`src/rtl/spi_burst_arbiter.sv`:
```
// Round-robin burst arbiter sharing one byte-level SPI master between NREQ clients.
// Handshake: a client holds req[i] (with req_data/req_last stable) until ack[i] pulses for one cycle.
module spi_burst_arbiter #(
    parameter int NREQ     = 2,
    parameter int START_TO = 15
) (
    input  logic              clk,
    input  logic              rst_n,
    input  logic [NREQ-1:0]   req,
    input  logic [NREQ-1:0]   req_last,
    input  logic [8*NREQ-1:0] req_data,
    output logic [NREQ-1:0]   gnt,
    output logic [2:0]        gnt_idx,
    output logic [NREQ-1:0]   ack,
    output logic [7:0]        rdata,
    output logic              rerr,
    output logic              spi_start,
    output logic [7:0]        spi_dout,
    input  logic              spi_busy,
    input  logic [7:0]        spi_din,
    output logic [2:0]        fsm_state
);

    typedef enum logic [2:0] {
        IDLE      = 3'd0,
        ISSUE     = 3'd1,
        WAIT_RISE = 3'd2,
        WAIT_FALL = 3'd3,
        RESP      = 3'd4
    } state_t;

    state_t     state;
    logic [2:0] ptr;
    logic       last;
    logic [7:0] wdog;

    logic       owner_req;
    logic       owner_last;
    logic [7:0] owner_data;
    logic       pick_found;
    logic [2:0] pick_idx;
    logic [2:0] next_ptr;

    assign fsm_state = state;

    always_comb begin
        owner_req  = |(req & gnt);
        owner_last = |(req_last & gnt);
        owner_data = '0;
        pick_found = 1'b0;
        pick_idx   = ptr;
        for (int i = 0; i < NREQ; i++) begin
            if (gnt_idx == 3'(i)) owner_data = req_data[8*i +: 8];
        end
        // Lowest priority written first so the client nearest ptr (upward, wrapping) wins.
        for (int i = NREQ - 1; i >= 0; i--) begin
            if (req[i] && (3'(i) < ptr)) begin
                pick_found = 1'b1;
                pick_idx   = 3'(i);
            end
        end
        for (int i = NREQ - 1; i >= 0; i--) begin
            if (req[i] && (3'(i) >= ptr)) begin
                pick_found = 1'b1;
                pick_idx   = 3'(i);
            end
        end
        next_ptr = (gnt_idx == 3'(NREQ - 1)) ? 3'd0 : gnt_idx + 3'd1;
    end

    always_ff @(posedge clk) begin
        if (!rst_n) begin
            state     <= IDLE;
            gnt       <= '0;
            gnt_idx   <= '0;
            ack       <= '0;
            rdata     <= '0;
            rerr      <= 1'b0;
            spi_start <= 1'b0;
            spi_dout  <= '0;
            ptr       <= '0;
            last      <= 1'b0;
            wdog      <= '0;
        end else begin
            ack <= '0;
            case (state)
                IDLE: begin
                    // An open burst belongs to its owner; other clients wait for it to close.
                    if (|gnt) begin
                        if (owner_req) state <= ISSUE;
                    end else if (pick_found && !spi_busy) begin
                        gnt     <= NREQ'(1) << pick_idx;
                        gnt_idx <= pick_idx;
                        state   <= ISSUE;
                    end
                end
                ISSUE: begin
                    spi_dout  <= owner_data;
                    last      <= owner_last;
                    spi_start <= 1'b1;
                    wdog      <= '0;
                    state     <= WAIT_RISE;
                end
                WAIT_RISE: begin
                    if (spi_busy) begin
                        spi_start <= 1'b0;
                        state     <= WAIT_FALL;
                    end else if (wdog + 8'd1 == 8'(START_TO)) begin
                        spi_start <= 1'b0;
                        rerr      <= 1'b1;
                        rdata     <= '0;
                        ack       <= gnt;
                        state     <= RESP;
                    end else begin
                        wdog <= wdog + 8'd1;
                    end
                end
                WAIT_FALL: begin
                    if (!spi_busy) begin
                        rdata <= spi_din;
                        rerr  <= 1'b0;
                        ack   <= gnt;
                        state <= RESP;
                    end
                end
                RESP: begin
                    if (last || rerr) begin
                        gnt   <= '0;
                        ptr   <= next_ptr;
                        state <= IDLE;
                    end else if (owner_req) begin
                        state <= ISSUE;
                    end else begin
                        state <= IDLE;
                    end
                end
                default: state <= IDLE;
            endcase
        end
    end

endmodule

```
`config.mk`:
```
export PLATFORM = sky130hd
export DESIGN_NAME = spi_burst_arbiter
export DESIGN_NICKNAME = d
export VERILOG_FILES = /design/src/rtl/spi_burst_arbiter.sv
export SDC_FILE = /design/constraint.sdc
export NUM_CORES = 1
export LEC_CHECK = 0
export CAP_MARGIN = 15
export CORE_ASPECT_RATIO = 1.2
export CORE_UTILIZATION = 40
export DETAILED_ROUTE_END_ITERATION = 8
export PLACE_DENSITY_LB_ADDON = 0.3
export SETUP_SLACK_MARGIN = 0.05
export SYNTH_ARGS = -nofsm -noshare
export SYNTH_HDL_FRONTEND = slang
export SYNTH_SLANG_ARGS = --single-unit
```
`constraint.sdc`:
```
create_clock -name clk -period 3.9 [get_ports clk]
set_input_delay 0.78 -clock clk [delete_from_list [all_inputs] [get_ports clk]]
set_output_delay 0.78 -clock clk [all_outputs]
set_load 0.005 [all_outputs]
```
* Word level (Yosys, flattened, before mapping)
Index checks and enable logic that the tools add are counted.
** Storage, ports and cells
- Bits in registers :: 40
- Output and inout bits :: 28
- Logic and storage cells :: 101
** Operators by class
- Add/subtract/negate cells :: 2
- Magnitude comparators :: 4
- Equality and inequality tests :: 16
- Shifts and indexed selects :: 1
- Mux-type cells :: 42
- Bitwise operators :: 3
- Reductions and logical operators :: 22
** Operator list (number)
- 2-to-1 mux 8 bit :: 7
- 2-to-1 mux 3 bit :: 11
- case mux 8 bit (2 select lines) :: 2
- case mux 3 bit (5 select lines) :: 1
- != test 2 bit (second input constant) :: 7
- 2-to-1 mux 2 bit :: 6
- AND reduction 4 bit :: 3
- 2-to-1 mux 1 bit :: 11
- != test 3 bit (second input constant) :: 3
- adder 8 x 1 -> 8 bit (second input constant) :: 1
- equality test 8 x 4 -> 1 bit (second input constant) :: 1
- case mux 2 bit (2 select lines) :: 2
- equality test 3 x 1 -> 1 bit (second input constant) :: 2
- equality test 3 x 2 -> 1 bit (second input constant) :: 2
- >= comparator 1 x 3 -> 1 bit (first input constant) :: 2
- logical NOT 3 bit :: 2
- < comparator 1 x 3 -> 1 bit (first input constant) :: 2
- AND reduction 3 bit :: 2
- nonzero test 2 bit :: 3
- OR reduction 2 bit :: 3
- logical AND 1 bit :: 5
- AND 2 bit :: 2
- case mux 1 bit (2 select lines) :: 2
- AND reduction 2 bit :: 2
- 6 further kinds :: 6

* Longest topological paths before layout
- Word-level depth :: 10
- Mapped depth :: 8
- Gate-level depth less buffers :: 7

* Worst setup path after synthesis
No wires, ideal clock.
- Path kind :: input port to flip-flop
- Start :: in spi_busy
- End :: reg wdog[6]
- Setup time :: 0.122 ns
- Arrival :: 1.963 ns
- Data required time :: 3.778 ns
- Setup slack :: 1.815 ns
- Stages on the path :: 4
- Path buffers :: 1
- Cells stage by stage :: or4b_1 buf_2 a22o_4 o311a_1
** Between the ends
- Cells in the longest elaborated chain, start to end :: 2
** Ends and longest elaborated chain
- start, declared :: RTL line 19 : input logic spi_busy,
- != test 2 bit (no line)
- AND reduction 3 bit (no line)
- end signal, assigned :: RTL line 115 : wdog <= wdog + 8'd1;
- end, declared :: RTL line 35 : logic [7:0] wdog;
No other way between the ends.
A chain may end at the register's enable or synchronous reset.

* Worst setup path after layout
Ends and elaborated chain as after synthesis.

==> impl_metrics.tcl <==
set metrics [dict create \
    drc_errors 0 \
    drive_above_1_share_pct 6.107 \
    gp_congestion 0.8608 \
    hp-class "register to register" \
    routedWlPerCell_um 13.16 \
    dr.pass1.iters 4 \
    outcome "complete, no violations" \
    worst_slack_ns 1.496 \
    fmax_mhz 416.0 \
    grt_start_max_net_pins 22 \
    cp_max_fo 7 \
    cts_hold_buf 0 \
    synth_top_cell_area_share_pct 42.64 \
    critical_path_buf_inv_count 1 \
    synth_area_um2 1878 \
    drt_iter0_drc 57 \
    synth_warnings 0 \
    initial_core_util_pct 42.76 \
    p_per_area_nw_per_um2 395.6 \
    dp_slack_ns 1.195 \
    place_area_um2 2466 \
    core_um2 4392 \
    clk_path_buf_depth 2 \
    num_rows 26 \
    ys_seq_area_share_pct 42.64 \
    multi_input_area_um2 984.7 \
    vias_per_cell 5.365 \
    cts_root_buffer "clkbuf_8" \
    clock_latency_ns 0.29 \
    htreeDepth 2 \
    cts_buffers 5 \
    critical_path_class "input port to register" \
    drv_slew 0 \
    drv_cap 0 \
    vias 1706 \
    syn_inst 210 \
    path_clk_slew_ns 0.07 \
    slowest_delay_ns 0.64 \
    grt_pass1_wl_um 7245 \
    power.total_uw 1026 \
    slowest_stage "or4b_1" \
    area.growth.synth_to_final_pct 38.04 \
    tritoncts "yes" \
    synth_edf_count 0 \
    cp-end-kind "register" \
    die-area_um2 4974 \
    fp.dieH_um 77.06 \
    cts-resized-gates 0 \
    placedCellCount 310 \
    hold_viol_final 0 \
    stdcell_area_um2 2592 \
    ys_async_sr_fraction_pct 0 \
    r2r_cells 4 \
    cp.arrival_ns 2.58 \
    grt_pass1_vias 1636 \
    grtUsageTotal_pct 18.24 \
    clkSinkCount 40 \
    num-fill-cells 398 \
    min_period_over_period_pct 61.63 \
    post-cts-setup-buffers 0 \
    drtAntennaViolNets 0 \
    critPathLaunchType "input port" \
    tightest_slew_ns 0.8489 \
    port-buffer-count 58 \
    ys_seq_elements 40 \
    crit_start "spi_busy" \
    crit_required_ns 4.08 \
    fin_setup_tns_ns 0 \
    synth_top_cell_by_area "dfxtp_1" \
    regArea_um2 800.8 \
    slew-limit-headroom_pct 43.03 \
    min_from "rdata[3]" \
    crit_chain "clkdlybuf4s50_1 -> or4b_1 -> a22o_4 -> o311a_1" \
    syn_area_per_cell_um2 8.943 \
    leakage_uw 0.0009127 \
    setup_viol 0 \
    ios 59 \
    overflow 0 \
    dpl.hpwl_um 3055 \
    antenna_found_initial 0 \
    wl_um 4185 \
    vdd_drop_max_v 0.0002308 \
    period_minus_slack_ns 2.404 \
    syn-num-nets 243 \
    crit_family "compound AO/OA/AOI/OAI gates" \
    worst-path-stages 4 \
    ys_types 45 \
    hold_depth 1 \
    finClkSkew_ns 0.006157 \
    final_net_count 294 \
    final_cells 318 \
    rsz0062_at_grt "no" \
    synth_area_leaders "dfxtp_1 (43%), mux2i_1 (5.3%), a21oi_1 (4.3%), a32o_1 (4.3%), nor2_1 (4.0%)" \
    diodes 0 \
    ys.flop_type "dfxtp_1" \
    r2r-start "fsm_state[0]" \
    die-width_um 64.55 \
]
## per-stage QoR
stage / hold WS, ns / utilization (%)
CTS: 0.5008 / 59.03
floorplan: 0.4619 / -
global route: 0.5254 / 59.03
finish: 0.4944 / 59.03
global placement: 0.4675 / 56.15
detailed placement: 0.4829 / 56.15
## logic make-up (layout without fill, tap and decap cells)
group	Yosys count	after routing	share of synthesized area (%)
adder cells (fa/ha/maj)	2	2	1.332
AND/OR/NAND/NOR	79	79	22.39
AO/OA/AOI/OAI	53	53	20.52
flip-flops	40	40	42.64
XOR/XNOR	4	4	2.266
multiplexers	11	11	5.930
buffers and inverters	21	73	4.930
## per-layer routing
metal / up-vias / global-route usage (%) / wire length, um
li1: 858 / - / -
met1: 798 / 20.81 / 1816
met2: 45 / 31.58 / 2072
met3: 5 / 6.696 / 254
met4: 0 / 4.667 / 42
met5: - / 0 / 0
## Yosys cell counts, types with 2 or more instances
cell type  count
dfxtp_1       40
nor2_1        20
a21oi_1       16
nand2_1       12
mux2i_1       10
nor3_1        10
clkbuf_1       9
nor2b_1        9
a32o_1         8
nand3_1        7
a211oi_1       6
inv_1          6
buf_2          5
o31ai_1        5
o21ai_0        4
a22oi_1        3
and2_1         3
nor3b_1        3
and3_1         2
and3b_1        2
and4_1         2
ha_1           2
nand4b_1       2
o21ai_1        2
xor2_1         2
## cell usage in the layout (no fill, tap or decap), types with 2 or more instances in the layout
master,n
a211oi_1,6
a21oi_1,16
a22oi_1,3
a32o_1,8
and2_1,3
and3_1,2
and3b_1,2
and4_1,2
clkbuf_8,7
clkdlybuf4s50_1,58
dfxtp_1,40
ha_1,2
inv_1,6
mux2i_1,10
nand2_1,12
nand3_1,7
nand4b_1,2
nor2_1,20
nor2b_1,9
nor3_1,10
nor3b_1,3
o21ai_0,4
o21ai_1,2
o31ai_1,5
xor2_1,2
## flip-flops by register name, indices dropped and copies added, names as in the netlist
register,count
ack,2
fsm_state,3
gnt,2
gnt_idx,3
last,1
ptr,3
rdata,8
rerr,1
spi_dout,8
spi_start,1
wdog,8
## path summary, 6_finish.rpt
kind | end | slack (ns)
min | rdata[3] | 0.49
min reg2reg | rdata[3] | 0.49
max reg2reg | wdog[6] | 1.67
max | wdog[6] | 1.50
## power by group
part	internal (uW)	leakage (uW)	switching (uW)
clock	226	0.0000645	142
combinational	113	0.000524	82.1
sequential	432	0.000324	31.1
## area by class of cell
type	count	share of cell area, %
Multi-Input combinational cell	149	37.98
Sequential cell	40	30.89
Timing Repair Buffer	59	22.68
Clock buffer	7	3.716
Tap cell	56	2.703
Clock inverter	1	1.158
Inverter	6	0.8687
Note: power is estimated with default switching activity, not from simulation.
